## config.mk

```make
export PLATFORM = sky130hd
export DESIGN_NAME = muldiv_hilo_flat
export DESIGN_NICKNAME = d
export VERILOG_FILES = /design/src/rtl/muldiv_hilo_if.sv /design/src/rtl/muldiv_hilo.sv /design/src/flat_wrapper.sv
export SDC_FILE = /design/constraint.sdc
export NUM_CORES = 2
export LEC_CHECK = 0
export BUFFER_PORTS_ARGS = -buffer_cell sky130_fd_sc_hd__clkbuf_2
export CAP_MARGIN = 20
export CORE_ASPECT_RATIO = 1.5
export CORE_UTILIZATION = 65
export CTS_CLUSTER_DIAMETER = 60
export DETAILED_ROUTE_END_ITERATION = 7
export PLACE_DENSITY = 0.82
export REMOVE_ABC_BUFFERS = 1
export SKIP_CTS_REPAIR_TIMING = 1
export SYNTH_ARGS = -nofsm -noshare
export SYNTH_HDL_FRONTEND = slang
export SYNTH_SLANG_ARGS = --single-unit
```

## constraint.sdc

```tcl
create_clock -name clk -period 6.8 [get_ports clk]
set_clock_uncertainty 0.15 [all_clocks]
set_input_delay 1.36 -clock clk [delete_from_list [all_inputs] [get_ports clk]]
set_output_delay 1.36 -clock clk [all_outputs]
set_load 0.1 [all_outputs]
```

## src/rtl/muldiv_hilo_if.sv

```systemverilog
// Request/result bundle between the execute stage and the HI/LO arithmetic unit.
// The master drives op requests; the slave returns handshake, status and HI/LO.
interface muldiv_hilo_if #(
  parameter int unsigned WIDTH = 32
);
  logic             start;
  logic [2:0]       op;
  logic [WIDTH-1:0] a;
  logic [WIDTH-1:0] b;
  logic             ready;
  logic             busy;
  logic             done;
  logic             div_by_zero;
  logic [WIDTH-1:0] hi;
  logic [WIDTH-1:0] lo;

  modport master (
    output start, op, a, b,
    input  ready, busy, done, div_by_zero, hi, lo
  );

  modport slave (
    input  start, op, a, b,
    output ready, busy, done, div_by_zero, hi, lo
  );
endinterface

```

## src/rtl/muldiv_hilo.sv

```systemverilog
// HI/LO arithmetic unit: pipelined MULT/MULTU, iterative restoring DIV/DIVU,
// MTHI/MTLO, and the HI/LO architectural registers.
module muldiv_hilo #(
  parameter int unsigned WIDTH      = 32,
  parameter int unsigned MUL_STAGES = 3
) (
  input  logic          clk,
  input  logic          rst,
  muldiv_hilo_if.slave  bus
);

  localparam int unsigned CW = $clog2(WIDTH + 1);

  typedef enum logic [1:0] {
    S_IDLE,
    S_DIV,
    S_FIX
  } state_t;

  typedef enum logic [2:0] {
    OP_MULTU = 3'b000,
    OP_MULT  = 3'b001,
    OP_DIVU  = 3'b010,
    OP_DIV   = 3'b011,
    OP_MTHI  = 3'b100,
    OP_MTLO  = 3'b101
  } op_t;

  state_t state, state_next;

  logic [MUL_STAGES-1:0]  mul_vld;
  logic [2*WIDTH-1:0]     mul_pipe [MUL_STAGES];
  logic [2*WIDTH-1:0]     a_ext, b_ext, mul_prod;
  logic                   mul_busy, mul_retire;

  logic                   ready, accept;
  logic                   is_mul, is_div, is_mthi, is_mtlo;
  logic                   a_neg, b_neg, b_zero;
  logic [WIDTH-1:0]       a_mag, b_mag;

  logic [WIDTH-1:0]       div_quo, div_dsr;
  logic [WIDTH:0]         div_rem;
  logic [CW-1:0]          div_cnt;
  logic                   div_neg_q, div_neg_r, div_dz;
  logic [WIDTH:0]         div_shift;
  logic [WIDTH+1:0]       div_diff;
  logic [WIDTH-1:0]       q_res, r_res;

  logic [WIDTH-1:0]       hi_q, lo_q;
  logic                   done_q, dbz_q;

  assign mul_busy   = |mul_vld;
  assign mul_retire = mul_vld[MUL_STAGES-1];

  always_comb begin
    ready = 1'b1;
    case (bus.op)
      OP_MULTU, OP_MULT:                ready = (state == S_IDLE);
      OP_DIVU, OP_DIV, OP_MTHI, OP_MTLO: ready = (state == S_IDLE) & ~mul_busy;
      default:                          ready = 1'b1;
    endcase
  end

  assign accept  = bus.start & ready;
  assign is_mul  = accept & ((bus.op == OP_MULTU) | (bus.op == OP_MULT));
  assign is_div  = accept & ((bus.op == OP_DIVU)  | (bus.op == OP_DIV));
  assign is_mthi = accept & (bus.op == OP_MTHI);
  assign is_mtlo = accept & (bus.op == OP_MTLO);

  // op[0] selects the signed flavour for both MULT and DIV.
  assign a_neg  = bus.op[0] & bus.a[WIDTH-1];
  assign b_neg  = bus.op[0] & bus.b[WIDTH-1];
  assign b_zero = (bus.b == '0);
  assign a_mag  = a_neg ? (~bus.a + 1'b1) : bus.a;
  assign b_mag  = b_neg ? (~bus.b + 1'b1) : bus.b;

  assign a_ext    = {{WIDTH{a_neg}}, bus.a};
  assign b_ext    = {{WIDTH{b_neg}}, bus.b};
  assign mul_prod = a_ext * b_ext;

  always_ff @(posedge clk or negedge rst) begin
    if (!rst) begin
      mul_vld <= '0;
    end else begin
      mul_vld[0] <= is_mul;
      for (int unsigned i = 1; i < MUL_STAGES; i++)
        mul_vld[i] <= mul_vld[i-1];
    end
  end

  always_ff @(posedge clk) begin
    mul_pipe[0] <= mul_prod;
    for (int unsigned i = 1; i < MUL_STAGES; i++)
      mul_pipe[i] <= mul_pipe[i-1];
  end

  always_ff @(posedge clk or negedge rst) begin
    if (!rst) state <= S_IDLE;
    else      state <= state_next;
  end

  always_comb begin
    state_next = state;
    case (state)
      S_IDLE: if (is_div) state_next = b_zero ? S_FIX : S_DIV;
      S_DIV:  if (div_cnt == CW'(WIDTH - 1)) state_next = S_FIX;
      S_FIX:  state_next = S_IDLE;
      default: state_next = S_IDLE;
    endcase
  end

  // Restoring step: shift in the next dividend bit, subtract, keep if no borrow.
  assign div_shift = {div_rem[WIDTH-1:0], div_quo[WIDTH-1]};
  assign div_diff  = {1'b0, div_shift} - {2'b00, div_dsr};

  always_ff @(posedge clk or negedge rst) begin
    if (!rst) begin
      div_quo   <= '0;
      div_rem   <= '0;
      div_dsr   <= '0;
      div_cnt   <= '0;
      div_neg_q <= 1'b0;
      div_neg_r <= 1'b0;
      div_dz    <= 1'b0;
    end else if (is_div) begin
      // On divide-by-zero the quotient register just carries the raw dividend to HI.
      div_quo   <= b_zero ? bus.a : a_mag;
      div_rem   <= '0;
      div_dsr   <= b_mag;
      div_cnt   <= '0;
      div_neg_q <= a_neg ^ b_neg;
      div_neg_r <= a_neg;
      div_dz    <= b_zero;
    end else if (state == S_DIV) begin
      div_cnt <= div_cnt + CW'(1);
      div_quo <= {div_quo[WIDTH-2:0], ~div_diff[WIDTH+1]};
      div_rem <= div_diff[WIDTH+1] ? div_shift : div_diff[WIDTH:0];
    end
  end

  assign q_res = div_neg_q ? (~div_quo + 1'b1) : div_quo;
  assign r_res = div_neg_r ? (~div_rem[WIDTH-1:0] + 1'b1) : div_rem[WIDTH-1:0];

  always_ff @(posedge clk or negedge rst) begin
    if (!rst) begin
      hi_q   <= '0;
      lo_q   <= '0;
      done_q <= 1'b0;
      dbz_q  <= 1'b0;
    end else begin
      done_q <= 1'b0;
      dbz_q  <= 1'b0;
      if (mul_retire) begin
        {hi_q, lo_q} <= mul_pipe[MUL_STAGES-1];
        done_q       <= 1'b1;
      end
      if (state == S_FIX) begin
        done_q <= 1'b1;
        dbz_q  <= div_dz;
        if (div_dz) begin
          hi_q <= div_quo;
          lo_q <= '1;
        end else begin
          hi_q <= r_res;
          lo_q <= q_res;
        end
      end
      if (is_mthi) hi_q <= bus.a;
      if (is_mtlo) lo_q <= bus.a;
    end
  end

  assign bus.ready       = ready;
  assign bus.busy        = (state != S_IDLE) | mul_busy;
  assign bus.done        = done_q;
  assign bus.div_by_zero = dbz_q;
  assign bus.hi          = hi_q;
  assign bus.lo          = lo_q;

endmodule
```

## src/flat_wrapper.sv

```systemverilog
// flat-port wrapper written by rule: the top's interface ports become plain ports
module muldiv_hilo_flat 
#(
  parameter int unsigned WIDTH      = 32,
  parameter int unsigned MUL_STAGES = 3
)
  (clk, rst, bus_start, bus_op, bus_a, bus_b, bus_ready, bus_busy, bus_done, bus_div_by_zero, bus_hi, bus_lo);
  muldiv_hilo_if #(.WIDTH(WIDTH)) bus_i ();
  input  logic clk;
  input  logic rst;
  input wire logic [$bits(bus_i.start)-1:0] bus_start;
  input wire logic [$bits(bus_i.op)-1:0] bus_op;
  input wire logic [$bits(bus_i.a)-1:0] bus_a;
  input wire logic [$bits(bus_i.b)-1:0] bus_b;
  output wire logic [$bits(bus_i.ready)-1:0] bus_ready;
  output wire logic [$bits(bus_i.busy)-1:0] bus_busy;
  output wire logic [$bits(bus_i.done)-1:0] bus_done;
  output wire logic [$bits(bus_i.div_by_zero)-1:0] bus_div_by_zero;
  output wire logic [$bits(bus_i.hi)-1:0] bus_hi;
  output wire logic [$bits(bus_i.lo)-1:0] bus_lo;
  assign bus_i.start = bus_start;
  assign bus_i.op = bus_op;
  assign bus_i.a = bus_a;
  assign bus_i.b = bus_b;
  assign bus_ready = bus_i.ready;
  assign bus_busy = bus_i.busy;
  assign bus_done = bus_i.done;
  assign bus_div_by_zero = bus_i.div_by_zero;
  assign bus_hi = bus_i.hi;
  assign bus_lo = bus_i.lo;
  muldiv_hilo #(.WIDTH(WIDTH), .MUL_STAGES(MUL_STAGES)) u_core (.clk(clk), .rst(rst), .bus(bus_i));
endmodule
```

* Word-level counts from Yosys, hierarchy flattened
Memories as Yosys holds them, arrays and structs flattened.
Index checks and enable logic that the tools add are counted.
** Operators by class
- Add/sub/neg operators :: 6
- Multiply operators :: 1
- Eq/ne operators :: 10
- Muxes and demuxes :: 28
- Bitwise gates (word level) :: 18
- Reduce and logical (&&, ||, !) cells :: 11
** Operator list (count)
- 32-bit 2-to-1 mux :: 18
- 32-bit by 1-bit adder with 32-bit output (second input constant) :: 4
- 32-bit inverter :: 4
- 33-bit by 33-bit multiplier with 64-bit output :: 1
- 33-bit by 32-bit subtractor with 34-bit output :: 1
- 32-bit logical NOT :: 1
- 6-bit 2-to-1 mux :: 2
- 1-bit AND :: 8
- 6-bit by 1-bit adder with 6-bit output (second input constant) :: 1
- 3-bit by 2-bit == test with 1-bit output (second input constant) :: 2
- 3-bit == test (second input constant) :: 2
- 6-bit by 5-bit == test with 1-bit output (second input constant) :: 1
- 2-bit 2-to-1 mux :: 3
- 3-bit nonzero test :: 2
- 2-bit by 1-bit != test with 1-bit output (second input constant) :: 2
- 2-bit one-hot mux with 2 select lines :: 1
- 2-bit nonzero test :: 2
- 4-bit OR reduction :: 1
- 3-bit by 1-bit == test with 1-bit output (second input constant) :: 1
- 3-bit logical NOT :: 1
- 1-bit 2-to-1 mux :: 3
- 1-bit bitwise OR :: 3
- 3-bit OR reduction :: 1
- 2-bit by 1-bit == test with 1-bit output (second input constant) :: 1
- other kinds (7) :: 8
** Word-level totals
- Bits in registers :: 176
- RAM bits :: 192
- Output and inout port bits :: 68
- Logic and storage cells :: 88
- Memories :: 1
** Memory list
- u_core.mul_pipe :: words 3, bits a word 64, read ports 3, clocked after Yosys merged registers in 0, wr ports 3, RTL line muldiv_hilo.sv:32 : logic [2*WIDTH-1:0] mul_pipe [MUL_STAGES];

* Longest topological paths before layout
- Depth in word-level cells :: 8
- Mapped depth :: 31

* Worst setup path after synthesis
Ideal clock, no wire load.
- Path kind :: input to register
- Start :: input bus_op[0]
- End :: memory u_core.mul_pipe[0][63] in the netlist's numbering
- Arrival :: 9.066 ns
- Path slack :: -2.544 ns
- Stages :: 29
- Path buffers :: 3
- Cells stage by stage :: clkbuf_1 -> and2_0 -> clkbuf_1 -> nand2_1 -> inv_1 -> fa_1 -> fa_1 -> fa_1 -> inv_1 -> fa_1 -> inv_1 -> fa_1 -> fa_1 -> fa_1 -> inv_1 -> fa_1 -> inv_1 -> ha_1 -> clkbuf_1 -> nand2_1 -> o21ai_0 -> o21ba_2 -> o21ai_0 -> a31oi_1 -> a2111oi_0 -> nor4_1 -> o31ai_1 -> and4_1 -> nor3_1
** RTL lines
- start: declaration :: RTL line flat_wrapper.sv:12 : input wire logic [$bits(bus_i.op)-1:0] bus_op;
- end: declaration :: RTL line muldiv_hilo.sv:32

==> results_tabular.tex <==
\begin{tabular}{lr}
\hline
Metric & Value \\
\hline
\multicolumn{2}{l}{\textbf{Synthesis}} \\
Top-area cell type share of the netlist area & 41.39\% \\
Asr flop ratio synth & 47.83\% \\
Post-Synthesis Mean Instance Area & 9.159 µm² \\
Cell type with the largest total area after synthesis & fa\_1 \\
Number of enable flip-flop cells after synthesis & 0 \\
Yosys warns & 0 \\
Sequential element share of the synthesized area & 15.15\% \\
Top post-synthesis cells by area & fa\_1 41\%, inv\_1 8.1\%, dfrtp\_1 8.1\% \\
Number of unique standard cell types used by synthesis & 81 \\
Flops \& latches, synth & 368 \\
Top cell types by occurrence after synthesis & 1,178 x inv\_1, 1,126 x fa\_1, 884 x nand2\_1, 384 x and2\_1, 315 x clkbuf\_1 \\
Dominant synthesized flop cell & dfxtp\_1 \\
Combined area of all synthesized cells & 54,460 µm² \\
Syn Inst Count & 5,946 \\
Count leader, synth & inv\_1 \\
\multicolumn{2}{l}{\textbf{Global routing}} \\
Remaining global-route overflow & 0 \\
Number of global-route vias before repair & 48,707 \\
Gr usage total & 40.68\% \\
Wire length of the first global-routing pass & 261.1 mm \\
Pin count of the biggest net entering global routing & 116 \\
Initial antenna violation count & 10 \\
\multicolumn{2}{l}{\textbf{STA}} \\
Fin worst setup slack & -1.938 ns \\
Max Fclk & 0.1144 GHz \\
Slew at the pin with the worst max-slew slack & 1.181 ns \\
Final hold violations & 0 \\
Minimum clock period after layout & 8.738 ns \\
Period utilization & 128.5\% \\
Relative slew margins & 21.29\% \\
Unrepaired setup endpoints after global routing & yes \\
Number of slew-limit violations in the final report & 0 \\
Final Setup Violations & 48 \\
\multicolumn{2}{l}{\textbf{Route}} \\
Number of iterations in the first detailed-routing pass & 8 \\
Number of routed nets with antenna violations & 0 \\
Detail-routed via count per cell & 6.215 \\
Detailed Route Iter0 Violations & 4,881 \\
Number of vias in the routed layout & 47,250 \\
Post-detailed-route wirelength per cell & 25.22 µm \\
Overall routed net length & 191.7 mm \\
DRC viols & 1 \\
\multicolumn{2}{l}{\textbf{Critical path}} \\
Setup slack of the worst register-to-register path & 2.71 ns \\
Launching element type of the critical path & input port \\
Beginning of the critical path & bus\_b[22] \\
Reg-to-reg critical path startpoint & u\_core.div\_quo[31] \\
Cell type group with the largest total delay on the critical path & adder cells \\
Critical path data arrival time & 8.99 ns \\
Depth of the worst register-to-register path & 13 \\
R2r endpoint & u\_core.div\_rem[26] \\
Required time worst endpoint & 7.05 ns \\
Kind of critical path & input port to flop \\
Critical-path maximum fanout & 5 \\
Instance count on the critical path & 32 \\
Endpoint type of the worst setup path & flop \\
Largest stage delay on the critical path & 0.67 ns \\
Critical-path cell with the highest stage delay & fa\_1 \\
CP endpoint & u\_core.mul\_pipe[0][63] \\
Most common cell on crit path & fa\_1 \\
Buffers \& Inverters on Critical Path & 12 \\
\multicolumn{2}{l}{\textbf{Die}} \\
Die Outline Area & 84,970 µm² \\
Area of the core & 82,640 µm² \\
Standard-cell rows & 129 \\
Die X-Extent & 238.3 µm \\
Initial standard-cell utilization of the core & 65.90\% \\
I/O Pins & 138 \\
Die Y-Extent & 356.5 µm \\
\multicolumn{2}{l}{\textbf{Final layout}} \\
Summed area of non-filler cells in the final layout & 65,460 µm² \\
Share of layout cells above drive strength 1 & 19.85\% \\
Number of non-filler instances in the completed layout & 7,603 \\
Growth of design area from synthesis to finish & 20.21\% \\
Post-Route Utilization & 79.22\% \\
Nets@finish & 7,899 \\
\multicolumn{2}{l}{\textbf{Min path}} \\
Min-delay worst type & flop to flop \\
\multicolumn{2}{l}{\textbf{Place}} \\
Placed inst area & 60,210 µm² \\
Inst Count DP & 7,399 \\
Final weighted congestion in routability-driven placement & 0.9976 \\
Number of port buffers & 137 \\
Total half-perimeter wirelength after legalization and detailed placement & 136.2 mm \\
\multicolumn{2}{l}{\textbf{Clocking}} \\
Htree depth & 2 \\
Largest buffer count on any clock path & 3 \\
Worst-skew pair later-pin latency & 0.55 ns \\
Clock tree from TritonCTS & yes \\
Number of CTS-inserted buffers & 35 \\
TritonCTS sink count & 368 \\
Clock slew seen by the registers of the worst setup and hold paths & 0.07 ns \\
Clock Root Buffer & clkbuf\_16 \\
\multicolumn{2}{l}{\textbf{Outcome}} \\
Violated checks & design-rule violations, negative setup slack \\
Outcome & finished, violations left \\
\multicolumn{2}{l}{\textbf{Flow run}} \\
Max-capacitance violation count & 0 \\
\hline
\end{tabular}
[kinds of logic after synthesis]
kind of cell    Yosys count  share of synthesized area [%]
compound gates          671                          7.587
buf+inv                1557                          10.91
mux                      49                         0.9075
flops                   368                          15.15
simple gates           1707                          14.82
fa+ha+maj              1375                          47.11
xor+xnor                219                          3.522
[layer usage]
metal	up-vias	share of wire (%)	global-route usage, %
met5	-	0.047	0
met1	23296	30	44.89
met3	1438	12	8.758
li1	18993	-	-
met4	8	11	31.60
met2	3515	47	68.50
[how the worst min path moves through the flow]
stage,startpoint,to,cells after the start
2_1_floorplan,u_core.mul_pipe[0][36],u_core.mul_pipe[0][100],0
3_3_place_gp,u_core.mul_pipe[0][49],u_core.mul_pipe[0][113],0
3_5_place_dp,u_core.mul_pipe[0][83],u_core.mul_pipe[0][147],0
4_1_cts,u_core.mul_pipe[0][119],u_core.mul_pipe[0][183],0
5_1_grt,u_core.mul_pipe[0][30],u_core.mul_pipe[0][94],0
6_report,u_core.mul_pipe[0][69],u_core.mul_pipe[0][133],0
[cell type report]
type                    count  area (µm²)
diodes                     10       25.02
clock buffers              46       989.7
clock inverters            17       152.6
fillers                  4772       17180
inverters                1180        4432
multi-input cells        4021       41880
flip-flops and latches    368        8253
well taps                1113        1393
repair buffers            848        8339
[metrics by stage]
step	hold WS [ns]	setup slack (ns)	TNS (ns)
floorplan	0.1596	-2.144	-46.89
global placement	0.1599	-2.720	-87.63
detailed placement	0.1621	-2.707	-90.59
CTS	0.1755	-2.183	-62.60
global route	0.1793	-2.018	-65.36
finish	0.1684	-1.938	-58.06
[registers in the layout, indices dropped and copies added (netlist names)]
signal                  cells
u_core.state                2
u_core.bus.hi              32
u_core.div_dz               1
u_core.div_cnt              6
u_core.div_rem             32
u_core.div_quo             32
u_core.mul_pipe           192
u_core.div_neg_q            1
u_core.mul_vld              3
u_core.bus.done             1
u_core.bus.lo              32
u_core.div_neg_r            1
u_core.bus.div_by_zero      1
u_core.div_dsr             32
[cells in the final DEF (no fill, tap or decap), drive strengths merged, types with 23 or more instances in the layout]
master	count
clkbuf	163
nand3	75
inv	1185
xnor2	118
o31ai	33
and3	31
or3	27
nand2b	28
nand2	885
a31oi	23
dfxtp	192
ha	249
fa	1126
dfrtp	176
a21oi	162
a21o	36
xor2	101
and2	385
nor2	145
buf	731
nand4	31
mux2i	46
nor3	29
a22oi	37
o21ai	239
Power is not shown: default switching activity piles up to over one toggle a cycle in this logic, so the estimate is an artifact.
